[src/rtl/crforth_pkg.sv]
// Types shared by the phase sequencer, the CPU datapath and the debug unit.
package crforth_pkg;

    // Instruction phase; also the encoding presented on o_PHASE.
    typedef enum logic [1:0] {
        PH_IDLE = 2'd0,
        PH_X    = 2'd1,
        PH_Y    = 2'd2,
        PH_Z    = 2'd3
    } phase_t;

endpackage

[src/rtl/phase_sequencer_wait_timer.sv]
// Counts consecutive stalled cycles in one phase. expire fires on a stalled
// cycle that arrives after WAIT_MAX stalls have already been absorbed.
module wait_timer #(
    parameter int WAIT_W   = 8,
    parameter int WAIT_MAX = 255
) (
    input  logic clk,
    input  logic rst,
    input  logic clear,
    input  logic enable,
    output logic expire
);

    localparam logic [WAIT_W-1:0] LIMIT = WAIT_W'(WAIT_MAX);

    logic [WAIT_W-1:0] count;

    assign expire = enable & (count == LIMIT);

    // Stall counter: restarts whenever the phase is not stalled or the limit trips.
    always_ff @(posedge clk or posedge rst) begin
        if (rst) begin
            count <= '0;
        end else if (clear || expire) begin
            count <= '0;
        end else if (enable) begin
            count <= count + WAIT_W'(1);
        end
    end

endmodule

[src/rtl/phase_sequencer.sv]
// Single-clock X/Y/Z phase sequencer with run/halt/single-step control,
// memory wait-state stalls and a sticky stall timeout.
//
//  state   | meaning
//  --------+-----------------------------------------------------------
//  PH_IDLE | halted; waits for run or step (never leaves after timeout)
//  PH_X    | phase X; strobes o_CYCLEX when not stalled
//  PH_Y    | phase Y; strobes o_CYCLEY when not stalled
//  PH_Z    | phase Z; strobes o_CYCLEZ, retires the instruction
module phase_sequencer
    import crforth_pkg::*;
#(
    parameter int CNT_W    = 16,
    parameter int WAIT_MAX = 255,
    parameter int WAIT_W   = 8
) (
    input  logic             i_CLOCK,
    input  logic             i_RESET,
    input  logic             i_RUN,
    input  logic             i_STEP,
    input  logic             i_HALT_REQ,
    input  logic             i_WAIT,
    output logic             o_CYCLEX,
    output logic             o_CYCLEY,
    output logic             o_CYCLEZ,
    output logic [1:0]       o_PHASE,
    output logic             o_HALTED,
    output logic             o_TIMEOUT,
    output logic [CNT_W-1:0] o_INSTR_COUNT
);

    phase_t state;
    phase_t state_nxt;
    logic   halt_pend;
    logic   halt_pend_nxt;
    logic   step_mode;
    logic   step_mode_nxt;
    logic   timeout_nxt;
    logic   retire;
    logic   stalled;
    logic   expire;

    // Stalls only count while an instruction is in flight; IDLE ignores i_WAIT.
    assign stalled = (state != PH_IDLE) & i_WAIT;

    wait_timer #(
        .WAIT_W   (WAIT_W),
        .WAIT_MAX (WAIT_MAX)
    ) u_wait_timer (
        .clk    (i_CLOCK),
        .rst    (i_RESET),
        .clear  (~stalled),
        .enable (stalled),
        .expire (expire)
    );

    // Strobes are combinational so a stall or reset removes them in the same cycle.
    assign o_CYCLEX = (state == PH_X) & ~i_WAIT;
    assign o_CYCLEY = (state == PH_Y) & ~i_WAIT;
    assign o_CYCLEZ = (state == PH_Z) & ~i_WAIT;
    assign o_PHASE  = state;
    assign o_HALTED = (state == PH_IDLE);

    // Next-state and control-flag logic.
    always_comb begin
        state_nxt     = state;
        halt_pend_nxt = halt_pend;
        step_mode_nxt = step_mode;
        timeout_nxt   = o_TIMEOUT;
        retire        = 1'b0;

        if ((state != PH_IDLE) && i_HALT_REQ) begin
            halt_pend_nxt = 1'b1;
        end

        if (state == PH_IDLE) begin
            if (!o_TIMEOUT && !i_HALT_REQ) begin
                if (i_RUN) begin
                    state_nxt     = PH_X;
                    step_mode_nxt = 1'b0;
                end else if (i_STEP) begin
                    state_nxt     = PH_X;
                    step_mode_nxt = 1'b1;
                end
            end
        end else if (expire) begin
            // Abandon the instruction: no strobe, nothing retired, locked until reset.
            state_nxt   = PH_IDLE;
            timeout_nxt = 1'b1;
        end else if (!i_WAIT) begin
            if (state == PH_X) begin
                state_nxt = PH_Y;
            end else if (state == PH_Y) begin
                state_nxt = PH_Z;
            end else begin
                retire = 1'b1;
                // A halt request landing in the Z cycle itself still stops here.
                if (halt_pend || i_HALT_REQ || step_mode || !i_RUN) begin
                    state_nxt     = PH_IDLE;
                    halt_pend_nxt = 1'b0;
                    step_mode_nxt = 1'b0;
                end else begin
                    state_nxt = PH_X;
                end
            end
        end
    end

    // State register and control flags.
    always_ff @(posedge i_CLOCK or posedge i_RESET) begin
        if (i_RESET) begin
            state     <= PH_IDLE;
            halt_pend <= 1'b0;
            step_mode <= 1'b0;
            o_TIMEOUT <= 1'b0;
        end else begin
            state     <= state_nxt;
            halt_pend <= halt_pend_nxt;
            step_mode <= step_mode_nxt;
            o_TIMEOUT <= timeout_nxt;
        end
    end

    // Retired-instruction counter, wraps naturally.
    always_ff @(posedge i_CLOCK or posedge i_RESET) begin
        if (i_RESET) begin
            o_INSTR_COUNT <= '0;
        end else if (retire) begin
            o_INSTR_COUNT <= o_INSTR_COUNT + CNT_W'(1);
        end
    end

endmodule

[config.mk]
export PLATFORM = sky130hd
export DESIGN_NAME = phase_sequencer
export DESIGN_NICKNAME = d
export VERILOG_FILES = /design/src/rtl/crforth_pkg.sv /design/src/rtl/phase_sequencer_wait_timer.sv /design/src/rtl/phase_sequencer.sv
export SDC_FILE = /design/constraint.sdc
export NUM_CORES = 1
export LEC_CHECK = 0
export ABC_AREA = 1
export BUFFER_PORTS_ARGS = -buffer_cell sky130_fd_sc_hd__buf_2
export CORE_MARGIN = 3
export CORE_UTILIZATION = 50
export CTS_CLUSTER_DIAMETER = 40
export DETAILED_ROUTE_END_ITERATION = 16
export PLACE_DENSITY = 0.76
export SLEW_MARGIN = 20
export SYNTH_ARGS = -nofsm -noshare
export SYNTH_HDL_FRONTEND = slang
export SYNTH_SLANG_ARGS = --single-unit
export TNS_END_PERCENT = 20
[constraint.sdc]
create_clock -name i_CLOCK -period 3.4 [get_ports i_CLOCK]
set_input_delay 0.51 -clock i_CLOCK [delete_from_list [all_inputs] [get_ports i_CLOCK]]
set_output_delay 0.51 -clock i_CLOCK [all_outputs]
set_load 0.005 [all_outputs]
# Word level (Yosys, flattened, before mapping)
# Index checks and enable logic that the tools add are counted.
[classes]
n_reduce_logical = 16
addsub = 2
muxes = 32
n_eq_ne = 11
n_bitwise = 8
[op_table]
columns = ["op", "n"]
rows = [
  ["2-to-1 mux 1 bit", 22],
  ["adder 16 x 1 -> 16 bit, second input constant", 1],
  ["2-to-1 mux 2 bit", 8],
  ["2-to-1 mux 8 bit", 2],
  ["adder 8 x 1 -> 8 bit, second input constant", 1],
  ["equality test 8 bit, second input constant", 1],
  ["AND reduction 7 bit", 1],
  ["!= test 2 bit, second input constant", 3],
  ["nonzero test 2 bit", 3],
  ["AND 1 bit", 5],
  ["equality test 2 bit, second input constant", 2],
  ["logical OR 1 bit", 4],
  ["!= test 2 x 1 -> 1 bit, second input constant", 2],
  ["zero test 1 bit", 3],
  ["!= test 3 x 1 -> 1 bit, second input constant", 1],
  ["!= test 3 bit, second input constant", 1],
  ["NOT 1 bit", 3],
  ["AND reduction 3 bit", 1],
  ["equality test 2 x 1 -> 1 bit, second input constant", 1],
  ["logical AND 1 bit", 2],
  ["zero test 2 bit", 1],
  ["AND reduction 2 bit", 1],
]
[word_totals]
elab_cells = 75
input_bits = 6
out_inout_bits = 23
reg_bits = 29

# Longest topological paths before layout
[logic_depth]
ltp_word = 9
depth_mapped = 9
ltp_nobuf = 9

# Cells and area by module
# A second synthesis with hierarchy kept.
[unflattened]
hier_cells = 214
area_unflattened_um2 = 1747.9
[modules_own_cells]
columns = ["module", "area_each_um2", "n_inst", "cells_each"]
rows = [
  ["phase_sequencer", 1239.9, 1, 148],
  ["wait_timer", 508.0, 1, 66],
]

# Least setup slack after synthesis
# Ideal clock, no wire load.
[synth_path]
path_type = "register to register"
from = "register state[0] (netlist: o_PHASE[0])"
to = "register o_INSTR_COUNT[12]"
stages_incl_launch_ff = 9
period_less_slack_ps = 1591
arrival_ps = 1470
t_required_ps = 3280
n_path_buf = 0
path_slack_ps = 1809
path_cell_list = "dfrtp_1 inv_1 ha_1 nor2_4 nand2_4 nor3_4 nand2_2 o21ai_1 nand2_1"
[synth_rtl]
columns = ["item", "line", "text"]
rows = [
  ["start, declared", "phase_sequencer.sv:32", "phase_t state;"],
  ["start signal, assigned", "phase_sequencer.sv:117", "state <= state_nxt;"],
  ["zero test 2 bit", "-", ""],
  ["net o_HALTED", "phase_sequencer.sv:27", "output logic o_HALTED,"],
  ["2-to-1 mux 1 bit", "phase_sequencer.sv:76", "if (state == PH_IDLE) begin"],
  ["end signal, assigned", "phase_sequencer.sv:129", "o_INSTR_COUNT <= o_INSTR_COUNT + CNT_W'(1);"],
  ["end, declared", "phase_sequencer.sv:29", "output logic [CNT_W-1:0] o_INSTR_COUNT"],
]
# The timed path passes the listed nets, and every way through them passes these cells.
# A chain may end at the register's enable or synchronous reset.

# Worst setup path after layout
[layout_path]
from = "register state[0] (netlist: o_PHASE[0])"
to = "output o_HALTED"
[layout_via]
elab_chain_cells = 1
[layout_lines]
columns = ["item", "line", "text"]
rows = [
  ["zero test 2 bit", "phase_sequencer.sv:62", "assign o_HALTED = (state == PH_IDLE);"],
  ["end, declared", "phase_sequencer.sv:27", ""],
]
# Every way passes these cells.

==> results.cfg <==
[outcome]
status = finished, final reports clean

[route]
post_drt_via_cell_ratio = 4.79
drc_errors = 0
totalWireLength_microns = 3150
detail_route.iter0.violations = 93
route.vias.total = 1409
routed_wire_length_per_instance_microns = 10.7
detail_route.first_pass.iterations = 4
drtAntennaViolNets = 0

[timing]
finalHoldViolCount = 0
totalNegativeSetupSlack_ns = 0
final_critical_path_required_period_ns = 1.95
max_frequency_mhz = 513
fin_skew_ns = 0.00738
finalHoldWorstSlack_ns = 0.242
worst-slew-pin-transition_ns = 0.369
timing.slew.headroom_pct = 75.4
rsz_0062_raised_after_global_routing = false
drv_slew = 0
finalSetupViolations = 0
final_worst_path_period_share_pct = 57.4

[critical_path]
crit_chain = inv_1 -> ha_1 -> buf_2
arrival_time_reported_for_the_critical_path_endpoint_ns = 1.44
worst-endpoint-required_ns = 2.89
ff2ff_setup_slack_ns = 1.68
timing.setup.critical_path_class = flop to primary output
worstRegToRegCells = 8
worst_r2r_endpoint = o_INSTR_COUNT[12]
crit_cells = 3
crit_path_max_incr_delay_ns = 0.45
critPathTopFamily = flip-flops
crit_path_start_kind = flop
critical_r2r_launch = o_PHASE[0]
timing.critical_path.from = o_PHASE[0]
cp-endpoint = o_HALTED
critPathCaptureType = primary output
crit_buf_inv = 2
crit_fanout = 6
critical-path-slowest-cell = sky130_fd_sc_hd__dfrtp_1

[synth]
synth_seq_cells = 29
post_synth_instance_area_sq_um = 1660
ys.flop_type = sky130_fd_sc_hd__dfrtp_1
synth-simple-area-share_pct = 34.9
synth.top_cell.area_share_pct = 43.7
synth_area_per_cell_sq_um = 7.79
yosys.area_share.adder_pct = 4.52
synth.net_count = 225
synth_mux_area_share_pct = 0
yosys.cell_types.count = 24
ranking_of_synthesized_cells_by_area = sky130_fd_sc_hd__dfrtp_1 (44%), sky130_fd_sc_hd__nand2_1 (15%), sky130_fd_sc_hd__nor2_1 (7.0%), sky130_fd_sc_hd__inv_1 (5.4%), sky130_fd_sc_hd__ha_1 (4.5%)
number_of_flops_mapped_to_enable_cells_by_yosys = 0
synth.yosys.seq_area_share_pct = 43.7
synthesis.yosys.warnings = 0
synth-xor-area-share_pct = 4.75
synth_top_family_by_area = simple AND/OR/NAND/NOR gates
synth-async-reset-ratio_pct = 100
synth.largest_area_cell = sky130_fd_sc_hd__dfrtp_1
synth_compound_gate_area_share_pct = 6.41
synthCells = 213

[clock_network]
cts_buffers = 5
clk_path_buf_depth = 2
post_cts_buffers = 0
clock_sink_count = 29
cts.root.buffer_cell = sky130_fd_sc_hd__clkbuf_4
clock_latency_ns = 0.33
clk_pin_slew_worst_paths_ns = 0.10
post_cts_resized = 0
tritoncts = yes
number_of_hold_buffers_added_after_cts = 0
clock_tree.htree_level_count = 2

[final_layout]
num_antenna_cells = 0
fill_cells = 298
share_of_final_layout_standard_cells_stronger_than_drive_strength_1_pct = 21.2
finish.instance_area_sq_um = 1930
flow.area_growth_from_synthesis_pct = 16.4
multi_input_area_sq_um = 840
num-nets-final = 261
register_area_sq_um = 726

[power]
power.leakage_nw = 0.951
max-vdd-ir-drop_mv = 0.395
pd_cells_nw_per_um2 = 581

[floorplan]
start_util_pct = 53.5
core_area_sq_um = 3100
die_height_microns = 63.6
floorplan.die.width_microns = 63.6
cell_rows = 20
die_area_sq_um = 4050
top_level_ports = 29

[flow_run]
drv_cap = 0

[global_routing]
maximum_number_of_pins_on_one_net_before_global_route_repair = 30
overflow = 0
grt_pass1_vias = 1326
grt_first_pass_wirelength_microns = 5680
grt_use_total_pct = 17.9
grt_antenna_before_repair = 0

[worst_hold_path]
min_path_type = input port to async pin

[place]
dp_hpwl_microns = 2390
finalWeightedCongestion = 0.830
cell_area_after_placement_sq_um = 1860
port-buffer-count = 28
flip-flops by register name, indices dropped and copies added, names as in the netlist:
| name | flops |
|---|---|
| halt_pend | 1 |
| o_INSTR_COUNT | 16 |
| o_PHASE | 2 |
| o_TIMEOUT | 1 |
| step_mode | 1 |
| u_wait_timer.count | 8 |
routing by layer:
| layer | GRT usage (%) | part of all wire [%] | up-vias |
|---|---|---|---|
| li1 | - | - | 744 |
| met1 | 22.2 | 48 | 637 |
| met2 | 28.6 | 46 | 23 |
| met3 | 6.24 | 4.8 | 5 |
| met4 | 6.47 | 1.6 | 0 |
| met5 | 0 | 0 | - |
synthesized netlist by cell type, types with 3 or more instances:
cell type and number:
sky130_fd_sc_hd__inv_1 24, sky130_fd_sc_hd__a21oi_1 7, sky130_fd_sc_hd__nand2_1 66, sky130_fd_sc_hd__nand3_2 3, sky130_fd_sc_hd__nor2_1 31, sky130_fd_sc_hd__xor2_1 4
sky130_fd_sc_hd__nor3b_1 3, sky130_fd_sc_hd__nor2_4 3, sky130_fd_sc_hd__nand3_1 6, sky130_fd_sc_hd__o21ai_1 5, sky130_fd_sc_hd__o21ai_0 4, sky130_fd_sc_hd__nor2_2 3
sky130_fd_sc_hd__xnor2_1 5, sky130_fd_sc_hd__dfrtp_1 29, sky130_fd_sc_hd__nand4_1 4, sky130_fd_sc_hd__ha_1 6
logic make-up (layout without fill, tap and decap cells):
logic type	count (synthesis)	after routing
buffers and inverters	25	62
AO/OA/AOI/OAI	19	19
XOR/XNOR	9	9
flip-flops	29	29
AND/OR/NAND/NOR	125	125
adder cells (fa/ha/maj)	6	6
cell usage in the layout, fill, tap and decap left out, types with 5 or more instances in the layout:
cell type                  netlist  routed
sky130_fd_sc_hd__nand3_1         6       6
sky130_fd_sc_hd__nand2_1        66      66
sky130_fd_sc_hd__o21ai_1         5       5
sky130_fd_sc_hd__a21oi_1         7       7
sky130_fd_sc_hd__xnor2_1         5       5
sky130_fd_sc_hd__buf_2           0      28
sky130_fd_sc_hd__inv_1          24      24
sky130_fd_sc_hd__ha_1            6       6
sky130_fd_sc_hd__dfrtp_1        29      29
sky130_fd_sc_hd__clkbuf_4        0       5
sky130_fd_sc_hd__nor2_1         31      31
tightest hold or removal path, cell delays in order:
cell	delay, ns
sky130_fd_sc_hd__buf_2	0.09
sky130_fd_sc_hd__inv_1	0.04
sky130_fd_sc_hd__buf_4	0.34
metrics by stage:
stage	worst slack, ns	power [mW]	std cells	util, %
finish	1.45	1.12	294	62.3
global route	1.37	1.23	294	62.3
CTS	1.44	1.14	294	62.3
detailed placement	1.69	0.893	286	60.0
global placement	1.77	0.886	286	60.0
floorplan	1.81	0.768	213	-
report_power, final:
part / total (mW) / switching (mW) / internal [mW]
clock: 0.239 / 0.119 / 0.120
sequential: 0.485 / 0.0776 / 0.407
combinational: 0.400 / 0.244 / 0.156
area by class of cell:
| type | count | share of cell area, % |
|---|---|---|
| flip-flops and latches | 29 | 37.6 |
| well taps | 44 | 2.85 |
| multi-input cells | 159 | 43.5 |
| clock buffers | 7 | 3.37 |
| repair buffers | 29 | 7.64 |
| inverters | 25 | 4.86 |
| clock inverters | 1 | 0.259 |
how the worst min path moves through the flow:
| stage | depth (start not counted) | slack, ns | start | to |
|---|---|---|---|---|
| 6_report | 3 | 0.24 | i_RESET | o_PHASE[1] |
| 5_1_grt | 3 | 0.26 | i_RESET | u_wait_timer.count[3] |
| 4_1_cts | 3 | 0.24 | i_RESET | o_PHASE[1] |
| 3_5_place_dp | 1 | 0.45 | u_wait_timer.count[0] | u_wait_timer.count[0] |
| 3_3_place_gp | 1 | 0.45 | u_wait_timer.count[0] | u_wait_timer.count[0] |
| 2_1_floorplan | 1 | 0.43 | u_wait_timer.count[0] | u_wait_timer.count[0] |
No activity file was read; power rests on OpenSTA's default activity.
